--- config.mk ---
export PLATFORM = sky130hd
export DESIGN_NAME = main_fsm_flat
export DESIGN_NICKNAME = d
export VERILOG_FILES = /design/src/rtl/riscv_pkg.sv /design/src/rtl/main_fsm_if.sv /design/src/rtl/main_fsm.sv /design/src/flat_wrapper.sv
export SDC_FILE = /design/constraint.sdc
export NUM_CORES = 1
export LEC_CHECK = 0
export CAP_MARGIN = 20
export CORE_ASPECT_RATIO = 0.7
export CORE_UTILIZATION = 35
export CTS_BUF_LIST = sky130_fd_sc_hd__clkbuf_2 sky130_fd_sc_hd__clkbuf_4 sky130_fd_sc_hd__clkbuf_8
export DETAILED_ROUTE_END_ITERATION = 8
export GPL_TIMING_DRIVEN = 0
export PLACE_DENSITY = 0.58
export SYNTH_ARGS = -nofsm -noshare
export SYNTH_HDL_FRONTEND = slang
export SYNTH_SLANG_ARGS = --single-unit
export TNS_END_PERCENT = 100
--- constraint.sdc ---
create_clock -name clk -period 4.1 [get_ports clk]
set_clock_uncertainty 0.1 [all_clocks]
set_input_delay 0.41 -clock clk [delete_from_list [all_inputs] [get_ports clk]]
set_output_delay 0.41 -clock clk [all_outputs]
set_load 0.01 [all_outputs]
--- src/rtl/riscv_pkg.sv ---
// Shared constants for the multicycle RV32I control FSM: opcodes, the state
// encoding and the datapath mux select encodings.
package riscv_pkg;

   // Opcode field values (instr[6:0]) recognised by the controller
   localparam logic [6:0] OP_LW  = 7'b0000011;
   localparam logic [6:0] OP_SW  = 7'b0100011;
   localparam logic [6:0] OP_R   = 7'b0110011;
   localparam logic [6:0] OP_I   = 7'b0010011;
   localparam logic [6:0] OP_BEQ = 7'b1100011;
   localparam logic [6:0] OP_JAL = 7'b1101111;

   // ALU operand A select
   localparam logic [1:0] SRCA_PC    = 2'b00;
   localparam logic [1:0] SRCA_OLDPC = 2'b01;
   localparam logic [1:0] SRCA_RD1   = 2'b10;

   // ALU operand B select
   localparam logic [1:0] SRCB_RD2  = 2'b00;
   localparam logic [1:0] SRCB_IMM  = 2'b01;
   localparam logic [1:0] SRCB_FOUR = 2'b10;

   // Result bus select
   localparam logic [1:0] RES_ALUOUT    = 2'b00;
   localparam logic [1:0] RES_DATA      = 2'b01;
   localparam logic [1:0] RES_ALURESULT = 2'b10;

   // ALU operation class handed to the ALU decoder
   localparam logic [1:0] ALUOP_ADD   = 2'b00;
   localparam logic [1:0] ALUOP_SUB   = 2'b01;
   localparam logic [1:0] ALUOP_FUNCT = 2'b10;

   typedef enum logic [3:0] {
      S_FETCH,
      S_DECODE,
      S_MEMADR,
      S_MEMREAD,
      S_MEMWB,
      S_MEMWRITE,
      S_EXECUTER,
      S_EXECUTEI,
      S_ALUWB,
      S_BEQ,
      S_JAL
   } state_t;

   // States that stall on the memory handshake and are covered by the watchdog
   function automatic logic is_wait_state(state_t s);
      return (s == S_FETCH) || (s == S_MEMREAD) || (s == S_MEMWRITE);
   endfunction

endpackage

--- src/rtl/main_fsm_if.sv ---
// Control bundle between the main FSM (master) and the datapath (slave).
interface main_fsm_if;
   logic [6:0] op;
   logic       mem_ready;
   logic       pc_update;
   logic       branch;
   logic       ir_write;
   logic       reg_write;
   logic       mem_write;
   logic       adr_src;
   logic [1:0] alu_src_a;
   logic [1:0] alu_src_b;
   logic [1:0] result_src;
   logic [1:0] alu_op;
   logic       illegal_op;
   logic       mem_timeout;

   modport master (
      input  op, mem_ready,
      output pc_update, branch, ir_write, reg_write, mem_write, adr_src,
             alu_src_a, alu_src_b, result_src, alu_op, illegal_op, mem_timeout
   );

   modport slave (
      output op, mem_ready,
      input  pc_update, branch, ir_write, reg_write, mem_write, adr_src,
             alu_src_a, alu_src_b, result_src, alu_op, illegal_op, mem_timeout
   );
endinterface

--- src/rtl/main_fsm.sv ---
// Multicycle RV32I control FSM with memory wait handshake and a watchdog that
// aborts back to FETCH when memory stalls for too long.
module main_fsm
   import riscv_pkg::*;
#(
   parameter int unsigned TIMEOUT_CYCLES = 255   // 0 disables the watchdog
) (
   input  logic       clk,
   input  logic       rst,
   main_fsm_if.master bus
);

   // Counter just wide enough to hold TIMEOUT_CYCLES; saturates at all-ones.
   localparam int unsigned CW      = (TIMEOUT_CYCLES > 1) ? $clog2(TIMEOUT_CYCLES + 1) : 1;
   localparam int unsigned LAST_I  = (TIMEOUT_CYCLES == 0) ? 0 : TIMEOUT_CYCLES - 1;
   localparam logic [CW-1:0] CNT_LAST = LAST_I[CW-1:0];
   localparam logic [CW-1:0] CNT_ONE  = CW'(1);
   localparam logic [CW-1:0] CNT_MAX  = '1;

   state_t        state_q, state_d;
   logic [CW-1:0] cnt_q, cnt_d;

   logic       waiting, timeout_hit;
   logic       pc_update, branch, ir_write, reg_write, mem_write, adr_src;
   logic [1:0] alu_src_a, alu_src_b, result_src, alu_op;
   logic       illegal_op, mem_timeout;

   // State register and watchdog counter
   always_ff @(posedge clk) begin
      if (rst) begin
         state_q <= S_FETCH;
         cnt_q   <= '0;
      end else begin
         state_q <= state_d;
         cnt_q   <= cnt_d;
      end
   end

   // Next-state, watchdog and control output decode
   always_comb begin
      state_d     = state_q;
      cnt_d       = cnt_q;
      pc_update   = 1'b0;
      branch      = 1'b0;
      ir_write    = 1'b0;
      reg_write   = 1'b0;
      mem_write   = 1'b0;
      adr_src     = 1'b0;
      alu_src_a   = SRCA_PC;
      alu_src_b   = SRCB_RD2;
      result_src  = RES_ALUOUT;
      alu_op      = ALUOP_ADD;
      illegal_op  = 1'b0;
      mem_timeout = 1'b0;

      waiting     = is_wait_state(state_q) && !bus.mem_ready;
      // A ready in the same cycle always beats the watchdog (waiting is 0 then)
      timeout_hit = waiting && (TIMEOUT_CYCLES != 0) && (cnt_q == CNT_LAST);

      case (state_q)
         S_FETCH: begin
            adr_src    = 1'b0;
            alu_src_a  = SRCA_PC;
            alu_src_b  = SRCB_FOUR;
            alu_op     = ALUOP_ADD;
            result_src = RES_ALURESULT;
            ir_write   = bus.mem_ready;
            pc_update  = bus.mem_ready;
            if (bus.mem_ready) state_d = S_DECODE;
         end
         S_DECODE: begin
            // Precompute the branch target OldPC + imm while decoding
            alu_src_a = SRCA_OLDPC;
            alu_src_b = SRCB_IMM;
            alu_op    = ALUOP_ADD;
            case (bus.op)
               OP_LW, OP_SW: state_d = S_MEMADR;
               OP_R:         state_d = S_EXECUTER;
               OP_I:         state_d = S_EXECUTEI;
               OP_BEQ:       state_d = S_BEQ;
               OP_JAL:       state_d = S_JAL;
               default: begin
                  illegal_op = 1'b1;
                  state_d    = S_FETCH;
               end
            endcase
         end
         S_MEMADR: begin
            alu_src_a = SRCA_RD1;
            alu_src_b = SRCB_IMM;
            alu_op    = ALUOP_ADD;
            state_d   = (bus.op == OP_SW) ? S_MEMWRITE : S_MEMREAD;
         end
         S_MEMREAD: begin
            adr_src    = 1'b1;
            result_src = RES_ALUOUT;
            if (bus.mem_ready) state_d = S_MEMWB;
         end
         S_MEMWB: begin
            result_src = RES_DATA;
            reg_write  = 1'b1;
            state_d    = S_FETCH;
         end
         S_MEMWRITE: begin
            // Write request is held until memory accepts it
            adr_src    = 1'b1;
            result_src = RES_ALUOUT;
            mem_write  = 1'b1;
            if (bus.mem_ready) state_d = S_FETCH;
         end
         S_EXECUTER: begin
            alu_src_a = SRCA_RD1;
            alu_src_b = SRCB_RD2;
            alu_op    = ALUOP_FUNCT;
            state_d   = S_ALUWB;
         end
         S_EXECUTEI: begin
            alu_src_a = SRCA_RD1;
            alu_src_b = SRCB_IMM;
            alu_op    = ALUOP_FUNCT;
            state_d   = S_ALUWB;
         end
         S_ALUWB: begin
            result_src = RES_ALUOUT;
            reg_write  = 1'b1;
            state_d    = S_FETCH;
         end
         S_BEQ: begin
            // Target comes from ALUOut (computed in DECODE), compare via subtract
            alu_src_a  = SRCA_RD1;
            alu_src_b  = SRCB_RD2;
            alu_op     = ALUOP_SUB;
            result_src = RES_ALUOUT;
            branch     = 1'b1;
            state_d    = S_FETCH;
         end
         S_JAL: begin
            // PC <- target from ALUOut; ALU forms OldPC+4 for the link register
            alu_src_a  = SRCA_OLDPC;
            alu_src_b  = SRCB_FOUR;
            alu_op     = ALUOP_ADD;
            result_src = RES_ALUOUT;
            pc_update  = 1'b1;
            state_d    = S_ALUWB;
         end
         default: state_d = S_FETCH;
      endcase

      // Watchdog abort overrides the normal stay-in-state decision
      if (timeout_hit) begin
         mem_timeout = 1'b1;
         state_d     = S_FETCH;
      end

      if (timeout_hit || !waiting || (state_d != state_q)) begin
         cnt_d = '0;
      end else if (cnt_q != CNT_MAX) begin
         cnt_d = cnt_q + CNT_ONE;
      end

      // Reset suppresses every side effect; selects are harmless and left alone
      if (rst) begin
         pc_update   = 1'b0;
         branch      = 1'b0;
         ir_write    = 1'b0;
         reg_write   = 1'b0;
         mem_write   = 1'b0;
         illegal_op  = 1'b0;
         mem_timeout = 1'b0;
      end
   end

   assign bus.pc_update   = pc_update;
   assign bus.branch      = branch;
   assign bus.ir_write    = ir_write;
   assign bus.reg_write   = reg_write;
   assign bus.mem_write   = mem_write;
   assign bus.adr_src     = adr_src;
   assign bus.alu_src_a   = alu_src_a;
   assign bus.alu_src_b   = alu_src_b;
   assign bus.result_src  = result_src;
   assign bus.alu_op      = alu_op;
   assign bus.illegal_op  = illegal_op;
   assign bus.mem_timeout = mem_timeout;

endmodule

--- src/flat_wrapper.sv ---
// flat-port wrapper written by rule: the top's interface ports become plain ports
module main_fsm_flat import riscv_pkg::*;
#(
   parameter int unsigned TIMEOUT_CYCLES = 255                             
)
  (clk, rst, bus_op, bus_mem_ready, bus_pc_update, bus_branch, bus_ir_write, bus_reg_write, bus_mem_write, bus_adr_src, bus_alu_src_a, bus_alu_src_b, bus_result_src, bus_alu_op, bus_illegal_op, bus_mem_timeout);
  main_fsm_if bus_i ();
  input  logic clk;
  input  logic rst;
  input wire logic [$bits(bus_i.op)-1:0] bus_op;
  input wire logic [$bits(bus_i.mem_ready)-1:0] bus_mem_ready;
  output wire logic [$bits(bus_i.pc_update)-1:0] bus_pc_update;
  output wire logic [$bits(bus_i.branch)-1:0] bus_branch;
  output wire logic [$bits(bus_i.ir_write)-1:0] bus_ir_write;
  output wire logic [$bits(bus_i.reg_write)-1:0] bus_reg_write;
  output wire logic [$bits(bus_i.mem_write)-1:0] bus_mem_write;
  output wire logic [$bits(bus_i.adr_src)-1:0] bus_adr_src;
  output wire logic [$bits(bus_i.alu_src_a)-1:0] bus_alu_src_a;
  output wire logic [$bits(bus_i.alu_src_b)-1:0] bus_alu_src_b;
  output wire logic [$bits(bus_i.result_src)-1:0] bus_result_src;
  output wire logic [$bits(bus_i.alu_op)-1:0] bus_alu_op;
  output wire logic [$bits(bus_i.illegal_op)-1:0] bus_illegal_op;
  output wire logic [$bits(bus_i.mem_timeout)-1:0] bus_mem_timeout;
  assign bus_i.op = bus_op;
  assign bus_i.mem_ready = bus_mem_ready;
  assign bus_pc_update = bus_i.pc_update;
  assign bus_branch = bus_i.branch;
  assign bus_ir_write = bus_i.ir_write;
  assign bus_reg_write = bus_i.reg_write;
  assign bus_mem_write = bus_i.mem_write;
  assign bus_adr_src = bus_i.adr_src;
  assign bus_alu_src_a = bus_i.alu_src_a;
  assign bus_alu_src_b = bus_i.alu_src_b;
  assign bus_result_src = bus_i.result_src;
  assign bus_alu_op = bus_i.alu_op;
  assign bus_illegal_op = bus_i.illegal_op;
  assign bus_mem_timeout = bus_i.mem_timeout;
  main_fsm #(.TIMEOUT_CYCLES(TIMEOUT_CYCLES)) u_core (.clk(clk), .rst(rst), .bus(bus_i));
endmodule
Yosys cells after proc, flatten, opt, wreduce, memory -nomap -nowiden --
Index checks and enable logic that the tools add are counted.
Storage, ports and cells: flip-flop bits (word level) 12
Operators by class: reductions and logical operators 20, $add $sub $neg 1, multiplexer cells 27, equal/unequal tests 19
Operator list (number):
- $pmux W4 S6 | 1
- $pmux W4 S5 | 1
- $eq A4 B3 Y1 const B | 4
- $mux W4 | 4
- $pmux W2 S2 | 4
- $mux W1 | 15
- $eq A7 B6 Y1 const B | 2
- $eq A7 B7 Y1 const B | 2
- $reduce_or A2 Y1 | 7
- $eq A4 B4 Y1 const B | 3
- $add A8 B1 Y8 const B | 1
- $eq A4 B2 Y1 const B | 2
- $eq A8 B8 Y1 const B | 1
- $ne A8 B8 Y1 const B | 1
- $eq A7 B2 Y1 const B | 1
- $eq A7 B5 Y1 const B | 1
- $reduce_or A3 Y1 | 2
- $reduce_or A6 Y1 | 1
- $eq A4 B1 Y1 const B | 1
- $logic_not A4 Y1 | 1
- $logic_or A1 B1 Y1 | 4
- $ne A4 B4 Y1 | 1
- $reduce_or A4 Y1 | 1
- $mux W3 | 1
- 3 further kinds | 5

Logic depth before layout (Yosys ltp) --
word-level depth 9, mapped depth 6, gate-level depth less buffers 6

Least setup slack after synthesis --
Ideal clock, no wire load.
path type in2out, start input port bus_mem_ready, end output port bus_mem_timeout, data required time 3.590 ns, slack 2.394 ns, path buffers 1, arrival time 1.196 ns, cell stages on the path 4, cell sequence buf_6 -> nor4b_4 -> a22oi_2 -> nor3_1
Between the ends: longest elaborated chain between the ends 5
Ends and longest elaborated chain:
- from (decl) | RTL line flat_wrapper.sv:11 | input wire logic [$bits(bus_i.mem_ready)-1:0] bus_mem_ready;
- $logic_not A1 Y1 | RTL line main_fsm.sv:56 | waiting = is_wait_state(state_q) && !bus.mem_ready;
- $logic_and A1 B1 Y1 | RTL line main_fsm.sv:56
- $logic_and A1 B1 Y1 | RTL line main_fsm.sv:58 | timeout_hit = waiting && (TIMEOUT_CYCLES != 0) && (cnt_q == CNT_LAST);
- $mux W1 | RTL line main_fsm.sv:150 | if (timeout_hit) begin
- $mux W1 | RTL line main_fsm.sv:162 | if (rst) begin
- to (decl) | RTL line flat_wrapper.sv:23 | output wire logic [$bits(bus_i.mem_timeout)-1:0] bus_mem_timeout;
No other way between the ends.

Worst setup path in the final report --
start input port bus_op[4], end output port bus_illegal_op
Between the ends: longest elaborated chain between the ends 5, elaborated cells on any way between the ends 10, classes of those cells 6 x eq/ne; 3 x mux; 1 x reduce/logical
Ends and longest elaborated chain:
- from (decl) | RTL line flat_wrapper.sv:10 | input wire logic [$bits(bus_i.op)-1:0] bus_op;
- $eq A7 B2 Y1, or another cell as far along | RTL line main_fsm.sv:76 | case (bus.op)
- $reduce_or A6 Y1 (no source line) (*)
- $mux W1 (*) | RTL line main_fsm.sv:76
- $mux W1 (*) | RTL line main_fsm.sv:60 | case (state_q)
- $mux W1 (*) | RTL line main_fsm.sv:162
- to (decl) | RTL line flat_wrapper.sv:22 | output wire logic [$bits(bus_i.illegal_op)-1:0] bus_illegal_op;
Every way passes the cells marked *; elsewhere a longest branch is shown, timed or not.

==> results.py <==
metrics = {
    "outcome": {
        "status": "completed",
    },
    "routing": {
        "ant_nets": 0,
        "route.detailed.drc": 0,
        "top_layer": "met3",
        "wl_per_cell_um": 12.9,
        "met3_length_um": 97,
        "drtIter0Drc": 51,
        "wl_met1_um": 1330,
        "wirelength_um": 2490,
        "drt_pre_antenna_iters": 4,
        "dr_wl_met2_um": 1060,
        "drt-vias-per-instance": 5.19,
        "vias": 997,
    },
    "sta": {
        "finalWorstSetupSlack_ns": 1.56,
        "rsz0062_at_grt": "false",
        "relSlewSlack_pct": 73.6,
        "slew_violations": 0,
        "max_freq_mhz": 394,
        "fin_setup_tns_ns": 0,
        "hold_ws_ns": 0.423,
        "fin_crit_ns": 2.54,
        "min_period_over_period_pct": 61.9,
        "hold_viol_final": 0,
        "worst-slew-pin-transition_ns": 0.396,
        "finalSetupViolations": 0,
    },
    "power": {
        "power_mw": 0.304,
        "peakVddDrop_v": 0.0000921,
        "p_per_area_mw_per_mm2": 220,
        "p_leak_nw": 0.491,
    },
    "floorplan": {
        "row_count": 16,
        "start_util_pct": 37.3,
        "die_height_um": 47.9,
        "ioPinCount": 26,
        "core_area_sq_mm": 0.00282,
        "die_area_sq_mm": 0.00323,
        "fp.dieW_um": 67.5,
    },
    "logic_synthesis": {
        "synth_area_sq_mm": 0.00105,
        "yosysUniqueCellTypes": 46,
        "synth.area.top_cells": "dfxtp_1 (23%), nor4b_4 (4.5%), nor3_1 (4.3%)",
        "avgSynthCellArea_sq_um": 8.16,
        "yosysTopAreaCellShare_pct": 22.8,
        "synthesis.nets": 141,
        "ys_ff_latch": 12,
        "yosys.area.top_type": "dfxtp_1",
        "synthCells": 129,
        "yosysWarningCount": 0,
        "async_flop_share_pct": 0,
        "seq_area_frac_synth_pct": 22.8,
        "synth_ff_type": "dfxtp_1",
        "synth_edf_count": 0,
    },
    "cells_and_area": {
        "nNetsFinal": 169,
        "design_area_sq_mm": 0.00138,
        "final_cells": 192,
        "nFillCells": 270,
        "mostFrequentLayoutCell": "clkdlybuf4s50_1",
        "areaGrowthSynthToFinish_pct": 31.4,
        "seq_area_sq_um": 240,
        "mostFrequentLayoutCells": "clkdlybuf4s50_1 (23), dfxtp_1 (12), nor2_1 (11)",
        "num_antenna_cells": 0,
        "multi_input_area_sq_um": 727,
        "fin_util_pct": 49.0,
        "final_layout_size_suffix_gt1_share_pct": 18.6,
    },
    "setup_path": {
        "start_kind": "input pin",
        "cp.arrival_ns": 2.03,
        "cp_data_required_time_ns": 3.59,
        "worstSetupPathType": "in2out",
        "critPathCaptureType": "primary output",
        "crit_path_max_fanout": 4,
    },
    "placed_design": {
        "hpwl_um": 1870,
        "postPlaceCellArea_sq_mm": 0.00133,
        "io_buffers": 23,
        "preCtsSetupSlack_ns": 1.60,
        "placed_cells": 188,
        "gp_congestion": 0.753,
    },
    "grt": {
        "grt_max_degree": 11,
        "grt_pass1_wl_um": 3870,
        "first_global_vias": 839,
        "grt_overflow": 0,
        "antenna_found_initial": 0,
        "grt_use_total_pct": 16.5,
    },
    "clocking": {
        "tritoncts": "done",
        "cts_resized": 0,
        "ctsHoldBuffers": 0,
        "htree_levels": 1,
        "worstSkewPairLatency_ns": 0.24,
        "cts_sinks": 12,
        "numCtsBuffers": 3,
        "cts-root-buf": "clkbuf_8",
        "clk_path_buf_depth": 2,
        "postCtsSetupRepairBufs": 0,
        "clk_pin_slew_ns": 0.05,
    },
    "run": {
        "maxCapViolCount": 0,
    },
    "hold_path": {
        "hold_class": "in2reg",
    },
}
-- worst max-delay path: stages --
cell	delay (ns)
clkdlybuf4s50_1	0.45
nand3b_1	0.22
nor3_1	0.35
nor3_1	0.11
clkdlybuf4s50_1	0.49
-- kinds of logic (layout without fill, tap and decap cells) --
| group | count (synthesis) | after routing | synth area share, % |
|---|---|---|---|
| simple gates | 64 | 64 | 38.6 |
| compound gates | 29 | 29 | 20.5 |
| buf+inv | 13 | 40 | 8.09 |
| flops | 12 | 12 | 22.8 |
| xor+xnor | 8 | 8 | 6.66 |
| fa+ha+maj | 2 | 2 | 2.38 |
| mux | 1 | 1 | 0.951 |
-- synthesized netlist by cell type (2+ instances only) --
cell type and instances:
clkbuf_1 2, dfxtp_1 12, xor2_1 4, xnor2_1 4, nor2_1 11, nor2_2 2
nor3_1 9, nor4b_4 2, or2b_1 2, inv_1 4, ha_1 2, o21ai_0 6
buf_6 4, a21oi_1 8, a21oi_2 2, nand3_1 3, nand3b_1 4, nand2_1 9
or2_2 3, and3_1 6, nand2b_1 4, buf_2 2
-- layer usage --
layer	up-vias	track usage, %
li1	520	-
met4	0	1.28
met5	-	0
met1	455	22.7
met2	22	25.7
met3	0	5.71
-- power by group --
part | switching, mW | internal (mW)
clock network | 0.0452 | 0.0849
registers | 0.00261 | 0.118
logic | 0.0246 | 0.0280
-- cell type report --
class	count	share of cell area (%)
buffer	9	5.07
clock buffer	4	3.98
inverter	4	1.09
multi-input combinational	104	52.6
sequential	12	17.4
tap	36	3.26
timing repair buffer	23	16.7
-- path summary, 6_finish.rpt --
check	slack, ns	endpoint	cells past startpoint	start
hold reg to reg	0.46	u_core.cnt_q[7]	2	u_core.cnt_q[7]
setup reg to reg	2.54	u_core.cnt_q[0]	6	u_core.cnt_q[0]
setup / recovery	1.56	bus_illegal_op	5	bus_op[4]
hold / removal	0.42	u_core.state_q[3]	2	rst
-- sequential cells by signal, summed over array words and instances, names as in the netlist --
register / count
u_core.state_q: 4
u_core.cnt_q: 8
(Power assumes the default switching activity.)
